[src/rtl/paged_rom_access.sv]
// CPU-side front end for the ROM set: &8000-&FFFF read decode, ROMSEL latch and
// registered-ROM fetch FSM. Optional sideways-RAM write path under `SWRAM_WE_EN.
module paged_rom_access #(
  parameter logic [3:0]  MOS_BANK    = 4'h4,
  parameter logic [11:0] ROMSEL_BASE = 12'hFE3,
  parameter logic [15:0] SWRAM_MASK  = 16'h00C0
) (
  input  logic        clk,
  input  logic        reset,
  input  logic        cpu_clken,
  input  logic [15:0] cpu_addr,
  input  logic        cpu_we,
  input  logic [7:0]  cpu_dout,
  output logic [17:0] rom_addr,
  input  logic [7:0]  rom_data,
  output logic [7:0]  cpu_rom_data,
  output logic        cpu_rom_valid,
  output logic        busy,
  output logic [3:0]  romsel,
  output logic        overrun,
  output logic [1:0]  state_dbg
`ifdef SWRAM_WE_EN
  ,
  output logic        swram_we,
  output logic [7:0]  swram_wdata
`endif
);

  typedef enum logic [1:0] {
    IDLE = 2'd0,
    ADDR = 2'd1,
    WAIT = 2'd2,
    DONE = 2'd3
  } state_t;

  state_t state, state_next;

  logic       idle;
  logic       rd_hit;
  logic       sel_wr;
  logic [3:0] fetch_bank;

  // Handshake: cpu_clken is a single-cycle valid with no ready; requests that
  // arrive while busy are dropped and recorded in the sticky overrun flag.
  assign idle       = (state == IDLE);
  assign rd_hit     = cpu_clken && !cpu_we && cpu_addr[15];
  assign sel_wr     = cpu_clken && cpu_we && (cpu_addr[15:4] == ROMSEL_BASE);
  assign fetch_bank = cpu_addr[14] ? MOS_BANK : romsel;

  assign busy          = !idle;
  assign cpu_rom_valid = (state == DONE);
  assign state_dbg     = state;

  always_comb begin
    state_next = state;
    case (state)
      IDLE: if (rd_hit) state_next = ADDR;
      ADDR: state_next = WAIT;
      WAIT: state_next = DONE;
      DONE: state_next = IDLE;
      default: state_next = IDLE;
    endcase
  end

  always_ff @(posedge clk) begin
    if (reset) state <= IDLE;
    else       state <= state_next;
  end

`ifdef SWRAM_WE_EN
  logic sw_hit;
  assign sw_hit = cpu_clken && cpu_we && (cpu_addr[15:14] == 2'b10) && SWRAM_MASK[romsel];
`else
  logic unused_mask;
  assign unused_mask = ^SWRAM_MASK;
`endif

  always_ff @(posedge clk) begin
    if (reset) begin
      rom_addr     <= '0;
      cpu_rom_data <= 8'hFF;
      romsel       <= '0;
      overrun      <= 1'b0;
`ifdef SWRAM_WE_EN
      swram_we     <= 1'b0;
      swram_wdata  <= '0;
`endif
    end else begin
      // Bank is captured here, so a later ROMSEL write cannot redirect a fetch.
      if (idle && rd_hit)
        rom_addr <= {fetch_bank, cpu_addr[13:0]};
      if (idle && sel_wr)
        romsel <= cpu_dout[3:0];
      if (state == WAIT)
        cpu_rom_data <= rom_data;
      if (busy && cpu_clken)
        overrun <= 1'b1;
`ifdef SWRAM_WE_EN
      swram_we <= idle && sw_hit;
      if (idle && sw_hit) begin
        rom_addr    <= {romsel, cpu_addr[13:0]};
        swram_wdata <= cpu_dout;
      end
`endif
    end
  end

endmodule
[config.mk]
export PLATFORM = sky130hd
export DESIGN_NAME = paged_rom_access
export DESIGN_NICKNAME = d
export VERILOG_FILES = /design/src/rtl/paged_rom_access.sv
export SDC_FILE = /design/constraint.sdc
export NUM_CORES = 1
export LEC_CHECK = 0
export ABC_AREA = 1
export BUFFER_PORTS_ARGS = -buffer_cell sky130_fd_sc_hd__buf_2
export CAP_MARGIN = 30
export CELL_PAD_IN_SITES_DETAIL_PLACEMENT = 1
export CELL_PAD_IN_SITES_GLOBAL_PLACEMENT = 1
export CORE_ASPECT_RATIO = 0.7
export CORE_MARGIN = 2
export CORE_UTILIZATION = 27
export DETAILED_ROUTE_END_ITERATION = 8
export PLACE_DENSITY_LB_ADDON = 0.3
export SYNTH_ARGS = -nofsm -noshare
export SYNTH_HDL_FRONTEND = slang
export SYNTH_SLANG_ARGS = --single-unit
[constraint.sdc]
create_clock -name clk -period 1.2 [get_ports clk]
set_input_delay 0.36 -clock clk [delete_from_list [all_inputs] [get_ports clk]]
set_output_delay 0.36 -clock clk [all_outputs]
set_load 0.005 [all_outputs]
==> results of run 1 <==
## synth_stat cells (all sizes together)
cell type,number
a21oi,21
ha,3
dfxtp,33
o21ai,3
o211ai,1
clkbuf,3
nand4,3
nand3,28
nand2,49
nor2,17
buf,5
clkinv,1
inv,20
## worst paths after layout
kind                start         endpoint  slack [ns]
max          state_dbg[0]             busy       -0.16
min           rom_data[0]  cpu_rom_data[0]        0.29
max reg2reg  state_dbg[0]        romsel[1]       -0.01
min reg2reg   rom_addr[5]      rom_addr[5]        0.46
## repair_timing
item | CTS | global route
gates cloned | 0 | 1
hold buffers | 0 | 0
setup endpoints to repair | 26 | 31
buffers inserted | 4 | 1
gates resized for setup | 15 | 15
pin swaps | 1 | 3
## layout by cell type (no fill, tap or decap)
cell	count
nor2_4	2
clkbuf_8	7
buf_4	9
o211ai_1	1
a21oi_1	19
nand2_1	44
nand2_2	3
buf_2	62
nand3_1	27
a21oi_2	2
dfxtp_1	31
ha_4	3
nand3_2	1
nor2_2	1
dfxtp_2	2
o21ai_1	1
buf_12	2
buf_6	9
inv_1	17
nor2_1	14
nand2_8	1
inv_2	4
o21ai_2	1
o21ai_0	1
nand4_1	3
nand2_4	2
clkinv_2	1
## worst min-delay path, delay by kind of cell
kind	cells	cell delay (ns)
and+or+nand+nor	2	0.10
buffers and inverters	1	0.08
## registers in the layout, indices dropped and copies added (netlist names)
name          flops
state_dbg         2
romsel            4
overrun           1
cpu_rom_data      8
rom_addr         18
## cell type report
| cell class | instances | area (um2) | area share (%) |
|---|---|---|---|
| clock buffer | 7 | 96.34 | 4.513 |
| clock inverter | 1 | 5.005 | 0.2345 |
| inverter | 21 | 78.83 | 3.693 |
| multi-input combinational | 126 | 685.7 | 32.12 |
| sequential | 33 | 663.1 | 31.07 |
| tap | 69 | 86.33 | 4.045 |
| timing repair buffer | 82 | 519.2 | 24.33 |
## logic make-up (layout without fill, tap and decap cells)
| kind of cell | after synthesis | in the layout | share of synthesized area [%] |
|---|---|---|---|
| adders and majority gates | 3 | 3 | 2.708 |
| AOI/OAI and AO/OA | 25 | 25 | 9.477 |
| buffers and inverters | 29 | 111 | 9.386 |
| DFF | 33 | 33 | 47.65 |
| and+or+nand+nor | 97 | 98 | 30.78 |
## layer usage
| layer | routed length, um | GRT usage, % | up-vias |
|---|---|---|---|
| li1 | - | - | 760 |
| met1 | 2046 | 19.95 | 687 |
| met2 | 1856 | 24.36 | 36 |
| met3 | 249 | 4.651 | 4 |
| met4 | 60 | 5.597 | 0 |
| met5 | 0 | 0 | - |
## power groups by stage
| stage | Combinational, uW | Sequential, uW | Clock (uW) |
|---|---|---|---|
| 2_1_floorplan | 542 | 1380 | 0 |
| 3_3_place_gp | 1130 | 1350 | 0 |
| 3_5_place_dp | 1160 | 1350 | 0 |
| 4_1_cts | 1410 | 1330 | 955 |
| 5_1_grt | 1740 | 1360 | 1000 |
| 6_report | 1560 | 1340 | 918 |
## per-stage QoR
step / instance area [um2] / hold slack (ns) / setup TNS, ns / utilization, %
4_1_cts: 2072 / 0.2769 / -0.8163 / 42.63
3_5_place_dp: 1872 / 0.4437 / -0.3150 / 38.51
6_report: 2135 / 0.2897 / -0.4277 / 43.91
2_1_floorplan: 1391 / 0.4526 / 0 / -
3_3_place_gp: 1872 / 0.4376 / -0.1966 / 38.51
5_1_grt: 2135 / 0.2925 / -1.914 / 43.91
==> impl_results.md, run 1 <==
* Status: finished, violations left
* Failing checks: negative setup slack
* Clock-pin slew on the worst setup and hold paths at ~0.070 ns
* Routed WL at 4212 um
* DR iter-0 viols at 44
* DRC viols at 0
* Synth warn at 0
* CP top delay family: flip-flops
* Final non-filler cell total at between 300 and 400
* Fin. Hold Viols at 0
* Critical path depth at 4
* Peak supply drop at between 0.6 and 0.7 mV
* Fmax achieved at about 0.73 GHz
* RSZ-0062 raised after global routing: true
* Clock Tree Buf Depth at 2
* Clock sinks at 33
* Clk pwr share at 24.1%
* Antenna viol nets, final at 0
* Synth Register Bits at 33
* Clk root buf: clkbuf_8
* Routed vias at 1487
* Design Power at 3813 uW
* Initial Utilization at 28.52%
* Sequential area share after synthesis at 47.65%
* Register-to-Register Path Depth at 7
* Largest net degree at the start of global routing at 19
* Cell taking the most area after synthesis: dfxtp_1
* TritonCTS buffer count at 5
* MaxCap Viol Count at 0
* WP data arrival at 1.00 ns
* Power share of the sequential group at between 30% and 40%
* Skew final at roughly 0.0046 ns
* Site Rows at 21
* Fin worst setup slack at -0.1619 ns
* Layout cells sized above 1 at about two fifths
* Crit path kind: register to output port
* CP endpoint kind: output port
* Die X at around 90 um
* Nets at slightly above 300
* Worst hold path type: primary input to register
* IO Port Bufs at between 60 and 70
* CP most frequent cell: inv_2
* Gr usage total at around 16%
* Slowest cell delay on critical path at 0.35 ns
* Drt pass-1 iters at 4
* Setup crit start kind: register
* Crit path max fanout at 4
* Antenna Cells at 0
* Leakage power at just over 0.001 uW
* WP buf/inv at 3
* Max-slew violations at 0
* CTS tree: done
* Post-DR vias/cell at ~4.4
* Synthesized Nets at between 200 and 250
* Full die area at around 5700 um2
* Initial antenna violation count at 0
* Worst hold path cell count at 3
* Core region area at 4861 um2
* Post-Syn Area at about 1400 um2
* Die height at between 60 and 70 um
* Avg Inst Size Synth at between 7 and 8 um2
* Comb power frac at 40.8%
* Tmin final at 1.362 ns
* Post-DP HPWL at 2973 um
* Pint at roughly 2600 uW
* Fillcell total at 641
* Top cells by area, synth: dfxtp_1, nand2_1, nand3_1
* Wire length per cell at between 10 and 15 um
* CP Data Required Time at about 0.84 ns
* Global route overflow at 0
* Switching Fraction at between 30% and 40%
* Max H-tree Level at 2
* Post-synthesis cell type count at 20
* DP Cell Count at between 300 and 400
* Cell count after synthesis at about 190
* Power density over the cells at around 1800 nW/um2
* Pre-CTS WS at -0.09089 ns
* Syn-to-layout area delta at 53.97%
* Slew headroom at between 80% and 90%
* Worst-margin pin slew at roughly 0.27 ns
* First-pass GRT wire length at about 6800 um
* Vias in the first global route at approximately 1500
* Setup-failing EPs final at 6
* Clk Latency, worst-skew pair at about 0.28 ns
* IO Pins at 71
* Routability Congestion at roughly 0.72
* NetSw at between 1000 and 1500 uW
* Top cell type's share of synthesized area at 47.65%
* Crit-path cells: inv_2 > ha_4 > inv_2 > buf_6
* Ratio of final minimum period to clock period at 113.5%
* Critical path's slowest cell: dfxtp_2
(Power assumes the default switching activity.)
==> inputs of run 2 (changes only) <==
--- a/config.mk
+++ b/config.mk
@@ -12,3 +12,3 @@
 export CELL_PAD_IN_SITES_GLOBAL_PLACEMENT = 1
-export CORE_ASPECT_RATIO = 0.7
+export CORE_ASPECT_RATIO = 1.75
 export CORE_MARGIN = 2
@@ -20 +20,2 @@
 export SYNTH_SLANG_ARGS = --single-unit
+export TNS_END_PERCENT = 20
==> constraint.sdc (replaced) <==
create_clock -name clk -period 1.2 [get_ports clk]
set_input_delay 0.3 -clock clk [delete_from_list [all_inputs] [get_ports clk]]
set_output_delay 0.3 -clock clk [all_outputs]
set_load 0.005 [all_outputs]
==> run 2 against run 1 <==
Net effect:
- the run still ends with negative setup slack left
- setup slack better by 0.061 ns
- count of clock-buffer cells in the layout up 1
- via count up 1.5%
- final cell count down 4.4%
- critical path depth unchanged
- critical path type unchanged
- largest power group unchanged
- highest routed layer unchanged
==> impl_results.md, run 2 (same netlist as run 1, synthesis figures left out) <==
* Leakage power at 0.001012 uW (was 0.001029 uW)
* DRC viols at 0 (unchanged)
* Post-DR vias/cell at 4.660 (was 4.386)
* IO Port Bufs at 66 (unchanged)
* Tmin final at 1.300 ns (was 1.362 ns)
* Max H-tree Level at 2 (unchanged)
* Fmax achieved at 0.7690 GHz (was 0.7342 GHz)
* First-pass GRT wire length at 6803 um (unchanged)
* Hold_buf cts at 0 (unchanged)
* Die height at 98.79 um (was 63.95 um)
* Slowest cell delay on critical path at 0.33 ns (was 0.35 ns)
* TritonCTS buffer count at 5 (unchanged)
* Setup-failing EPs final at 8 (was 6)
* Core region area at 4977 um2 (was 4861 um2)
* Worst hold path type: primary input to register (unchanged)
* Largest regs: rom_addr: 18 flops, cpu_rom_data: 8 flops, romsel: 4 flops (unchanged)
* Drt pass-1 iters at 3 (was 4)
* CTS tree: done (unchanged)
* Vias in the first global route at 1561 (was 1505)
* Site Rows at 34 (was 21)
* Post-DP HPWL at 3100 um (was 2973 um)
* Largest net degree at the start of global routing at 21 (was 19)
* Full die area at 5746 um2 (was 5733 um2)
* Max-slew violations at 0 (unchanged)
* Die X at 58.17 um (was 89.65 um)
* Setup crit start kind: register (unchanged)
* Reg with most FFs: rom_addr (unchanged)
* Routed vias at 1510 (was 1487)
* Crit-path cells: inv_2 > ha_4 > inv_4 > buf_6 (was inv_2 > ha_4 > inv_2 > buf_6)
* Gr usage total at 15.37% (was 15.51%)
* Largest register FFs at 18 (unchanged)
* Failing checks: negative setup slack (unchanged)
* Fin. Hold Viols at 0 (unchanged)
* Critical path's slowest cell: dfxtp_2 (unchanged)
* Initial antenna violation count at 0 (unchanged)
* Setup TNS at -0.4235 ns (was -0.4277 ns)
* Wire length per cell at 12.88 um (was 12.42 um)
* Crit path max fanout at 5 (was 4)
* Clk root buf: clkbuf_8 (unchanged)
* CP top delay family: flip-flops (unchanged)
* Worst-margin pin slew at 0.2995 ns (was 0.2734 ns)
* Clk Latency, worst-skew pair at 0.28 ns (about the same)
* Crit path kind: register to output port (unchanged)
* WP buf/inv at 3 (unchanged)
* Ratio of final minimum period to clock period at 108.4% (was 113.5%)
* Routed WL at 4174 um (was 4212 um)
* RSZ-0062 raised after global routing: true (unchanged)
* Fin worst setup slack at -0.1005 ns (was -0.1619 ns)
* Global route overflow at 0 (unchanged)
* Initial Utilization at 27.85% (was 28.52%)
* Skew final at 0.002139 ns (was 0.004575 ns)
* DR iter-0 viols at 26 (was 44)
* Syn-to-layout area delta at 52.98% (was 53.97%)
* Most frequent cells in the layout: buf_2, nand2_1, dfxtp_1, nand3_1, inv_1 (was buf_2, nand2_1, dfxtp_1, nand3_1, a21oi_1)
* Status: finished, violations left (unchanged)
* Antenna viol nets, final at 0 (unchanged)
* Power density over the cells at 1723 nW/um2 (was 1786 nW/um2)
* Antenna Cells at 0 (unchanged)
* Slew headroom at 79.96% (was 81.71%)
* Nets at 308 (unchanged)
* Clock-pin slew on the worst setup and hold paths at 0.07 ns (about the same)
* WP data arrival at 1.00 ns (about the same)
* Commonest non-fill, non-tap cell in the layout: buf_2 (unchanged)
* Clock Tree Buf Depth at 2 (unchanged)
* MaxCap Viol Count at 0 (unchanged)
* Layout cells sized above 1 at 41.85% (was 41.48%)
* IO Pins at 71 (unchanged)
* Peak supply drop at 1.272 mV (was 0.6219 mV)
* Clock sinks at 33 (unchanged)
* Routability Congestion at 0.7169 (was 0.7225)
* CP Data Required Time at 0.90 ns (was 0.84 ns)
* WHS at 0.2172 ns (was 0.2897 ns)
* CP endpoint kind: output port (unchanged)
-- run 2: routing by layer --
layer	share of wire, %	global-route usage (%)	vias up	wire length, um
met3	5.2	3.543	7	215
met1	37	15.70	699	1526
met2	56	28.67	45	2349
li1	-	-	759	-
met5	0	0	-	0
met4	2.0	6.440	0	82
-- run 2: where the power goes --
| group | switching (uW) | internal (uW) |
|---|---|---|
| Clock | 394 | 412 |
| Combinational | 758 | 752 |
| Sequential | 81.3 | 1260 |
| Total | 1230 | 2420 |
-- run 2: worst paths after layout --
check	from	end	slack, ns	cells past startpoint
worst max-delay path	state_dbg[0]	busy	-0.10	4
worst min-delay path	rom_data[7]	cpu_rom_data[7]	0.22	3
worst max register to register	state_dbg[0]	romsel[3]	-0.04	9
worst min register to register	rom_addr[7]	rom_addr[7]	0.46	2
-- run 2: per-stage QoR --
step | instance area, um2 | total power (uW) | cells | utilization [%] | setup slack (ns)
4_1_cts | 2032 | 3530 | 323 | 40.82 | -0.1078
2_1_floorplan | 1389 | 1915 | 187 | - | 0.0005133
3_5_place_dp | 1851 | 2435 | 311 | 37.18 | -0.08445
6_report | 2121 | 3653 | 324 | 42.61 | -0.1005
5_1_grt | 2121 | 3916 | 324 | 42.61 | -0.1333
3_3_place_gp | 1851 | 2408 | 311 | 37.18 | -0.06610
-- run 2: layout make-up --
cell class | count | area [um2]
tap | 54 | 67.56
fill | 639 | 2856
inverter | 21 | 81.33
clock buffer | 8 | 80.08
multi-input combinational | 125 | 698.2
timing repair buffer | 83 | 530.5
sequential | 33 | 663.1
-- run 2: tightest hold or removal path: stages --
cell and delay [ns]:
buf_2 0.07, nand2_1 0.04, nand3_1 0.06
-- run 2: what timing repair did --
| action | CTS | global route |
|---|---|---|
| setup endpoints to repair | 26 | 36 |
| buffers inserted | 4 | 1 |
| pin swaps | 1 | 4 |
| gates resized for setup | 19 | 21 |
==> inputs of run 3 (changes only) <==
- CORE_UTILIZATION: 27 -> 30
- RECOVER_POWER: not set -> 100
- clock period: 1.2 -> 1.3 ns (I/O delays scaled with it)
==> run 3 against run 2 <==
Net effect:
- the run still ends with negative setup slack left
- first-iteration DRC count shrank 7.7%
- flip-flop and latch count is the same
- routed wire length shrank 0.79%
- critical path type unchanged
==> impl_results.md, run 3 (same netlist as run 1, synthesis figures left out) <==
* Peak supply drop at 0.8473 mV (was 1.272 mV)
* R2R Setup Slk at 0.08 ns (was -0.04 ns)
* Fin worst setup slack at -0.01382 ns (was -0.1005 ns)
* Slowest cell delay on critical path at 0.34 ns (was 0.33 ns)
* TritonCTS buffer count at 5 (unchanged)
* Power share of the sequential group at 37.3% (was 36.6%)
* Routability Congestion at 0.7637 (was 0.7169)
* Most frequent cells in the layout: buf_2, nand2_1, dfxtp_1, nand3_1, a21oi_1 (was buf_2, nand2_1, dfxtp_1, nand3_1, inv_1)
* DP Area at 1832 um2 (was 1851 um2)
* Vias in the first global route at 1513 (was 1561)
* Register-to-Register Path Depth at 7 (was 9)
* Setup crit start kind: register (unchanged)
* Crit path kind: register to output port (unchanged)
* RSZ-0062 raised after global routing: true (unchanged)
* NetSw at 1086 uW (was 1233 uW)
* DR iter-0 viols at 24 (was 26)
* Worst-margin pin slew at 0.2900 ns (was 0.2995 ns)
* Routed vias at 1520 (was 1510)
* Max H-tree Level at 2 (unchanged)
* Worst hold path type: primary input to register (unchanged)
* Worst Setup EP: cpu_rom_valid (was busy)
* Layout cells sized above 1 at 33.33% (was 41.85%)
* Die height at 93.93 um (was 98.79 um)
* CP most frequent cell: buf_6
* Initial Utilization at 31.19% (was 27.85%)
* Clk root buf: clkbuf_8 (unchanged)
* Gr usage total at 16.38% (was 15.37%)
* First element of the critical path: state_dbg[1] (was state_dbg[0])
* Crit path max fanout at 3 (was 5)
* Worst Hold Launch: rom_data[7] (unchanged)
* Failing checks: negative setup slack (unchanged)
* Reg with most FFs: rom_addr (unchanged)
* Setup TNS at -0.02713 ns (was -0.4235 ns)
* Fmax achieved at 0.7611 GHz
* Routed WL at 4141 um (was 4174 um)
* Status: finished, violations left (unchanged)
* Die X at 55.39 um (was 58.17 um)
* DRC viols at 0 (unchanged)
* Clock sinks at 33 (unchanged)
* Design Power at 3314 uW (was 3653 uW)
* CP endpoint kind: output port (unchanged)
* Power density over the cells at 1629 nW/um2 (was 1723 nW/um2)
* Pint at 2228 uW (was 2420 uW)
* Leakage power at 0.0009767 uW (was 0.001012 uW)
* Setup-failing EPs final at 2 (was 8)
* IO Pins at 71 (unchanged)
* Largest regs: rom_addr: 18 flops, cpu_rom_data: 8 flops, romsel: 4 flops (unchanged)
* CTS tree: done (unchanged)
* Core region area at 4444 um2 (was 4977 um2)
* Max-slew violations at 0 (unchanged)
* Util after Layout at 45.78% (was 42.61%)
* Critical path's slowest cell: dfxtp_2 (unchanged)
* Largest register FFs at 18 (unchanged)
* CP Data Required Time at 0.98 ns (was 0.90 ns)
* DP Cell Count at 308 (was 311)
* Antenna viol nets, final at 0 (unchanged)
* Comb power frac at 37.2% (was 41.3%)
* Worst r2r src: state_dbg[1] (was state_dbg[0])
* Clock Tree Buf Depth at 2 (unchanged)
* MaxCap Viol Count at 0 (unchanged)
* Switching Fraction at 32.77% (was 33.75%)
* Syn-to-layout area delta at 46.75% (was 52.98%)
* Full die area at 5202 um2 (was 5746 um2)
* Drt pass-1 iters at 3 (unchanged)
* First-pass GRT wire length at 6672 um (was 6803 um)
* Final non-filler cell total at 321 (was 324)
* Initial antenna violation count at 0 (unchanged)
* Crit-path cells: buf_6 > ha_4 > buf_6 (was inv_2 > ha_4 > inv_4 > buf_6)
* Post-DP HPWL at 3099 um (was 3100 um)
* Skew final at 0.001685 ns (was 0.002139 ns)
* Crit Reg-Reg Endpoint: cpu_rom_data[3] (was romsel[3])
* Global route overflow at 0 (unchanged)
* Clk pwr share at 25.5% (was 22.1%)
* Fin. Hold Viols at 0 (unchanged)
* Hold_buf cts at 0 (unchanged)
* Finished layout cell area at 2034 um2 (was 2121 um2)
* Commonest non-fill, non-tap cell in the layout: buf_2 (unchanged)
* Clock-pin slew on the worst setup and hold paths at 0.07 ns (about the same)
* Nets at 308 (unchanged)
* Clk Latency, worst-skew pair at 0.28 ns (about the same)
* Ratio of final minimum period to clock period at 101.1%
* Slew headroom at 80.60% (was 79.96%)
* Post-DR vias/cell at 4.735 (was 4.660)
* Tmin final at roughly 1.3 ns
* Site Rows at 32 (was 34)
* Antenna Cells at 0 (unchanged)
* Wire length per cell at 12.90 um (was 12.88 um)
* WP data arrival at 0.99 ns (was 1.00 ns)
* IO Port Bufs at 66 (unchanged)
* Largest net degree at the start of global routing at 19 (was 21)
## run 3: cell count changes in the layout (fill, tap and decap cells not counted), moves of 3 or more
cell,previous run,this run
a21oi_1,14,20
a21oi_2,7,1
buf_2,62,49
buf_4,9,12
buf_6,10,7
clkbuf_1,3,14
## run 3: power groups by stage
| stage | registers [uW] | logic [uW] | clock network (uW) |
|---|---|---|---|
| final | 1240 | 1230 | 846 |
| after global routing | 1250 | 1380 | 931 |
| after CTS | 1230 | 1150 | 883 |
| after detailed placement | 1240 | 951 | 0 |
| after global placement | 1240 | 938 | 0 |
| after floorplan | 1270 | 494 | 0 |
## run 3: final cells by class
type,count,area (um2)
tap,51,63.81
multi-input combinational,125,638.1
clock buffer,7,96.34
inverter,21,81.33
sequential,33,663.1
clock inverter,1,5.005
timing repair buffer,83,486.7
fill,586,2410
## run 3: how the worst min path moves through the flow
stage / end / slack (ns) / cells past startpoint
after floorplan: cpu_rom_data[7] / 0.45 / 2
after global placement: cpu_rom_data[2] / 0.44 / 2
after detailed placement: cpu_rom_data[2] / 0.44 / 2
after CTS: cpu_rom_data[7] / 0.24 / 3
after global routing: cpu_rom_data[5] / 0.25 / 3
final: cpu_rom_data[7] / 0.25 / 3
## run 3: repair_timing
action / CTS / global route
buffers inserted: 3 / 2
pin swaps: 1 / 2
resized for setup: 15 / 8
endpoints found under the setup margin: 6 / 32
hold endpoints to repair: 0 / 0
## run 3: routing by layer
metal | wire [um] | global-route usage, % | part of all wire, % | up-vias
met3 | 202 | 4.270 | 4.9 | 6
met5 | 0 | 0 | 0 | -
met4 | 60 | 7.724 | 1.4 | 0
met2 | 2351 | 31.55 | 57 | 48
met1 | 1526 | 15.73 | 37 | 706
li1 | - | - | - | 760
## run 3: metrics by stage
step	hold slack [ns]	setup slack (ns)
global placement	0.4356	-0.003736
finish	0.2535	-0.01382
global route	0.2479	-0.06452
detailed placement	0.4424	-0.02418
floorplan	0.4471	0.04390
CTS	0.2435	-0.01859
## run 3: worst max-delay path: cells and delay by family, from the launching register on
kind / cells / cell delay, ns
flip-flops: 1 / 0.34
adder cells (fa/ha/maj): 1 / 0.15
buffers and inverters: 2 / 0.22
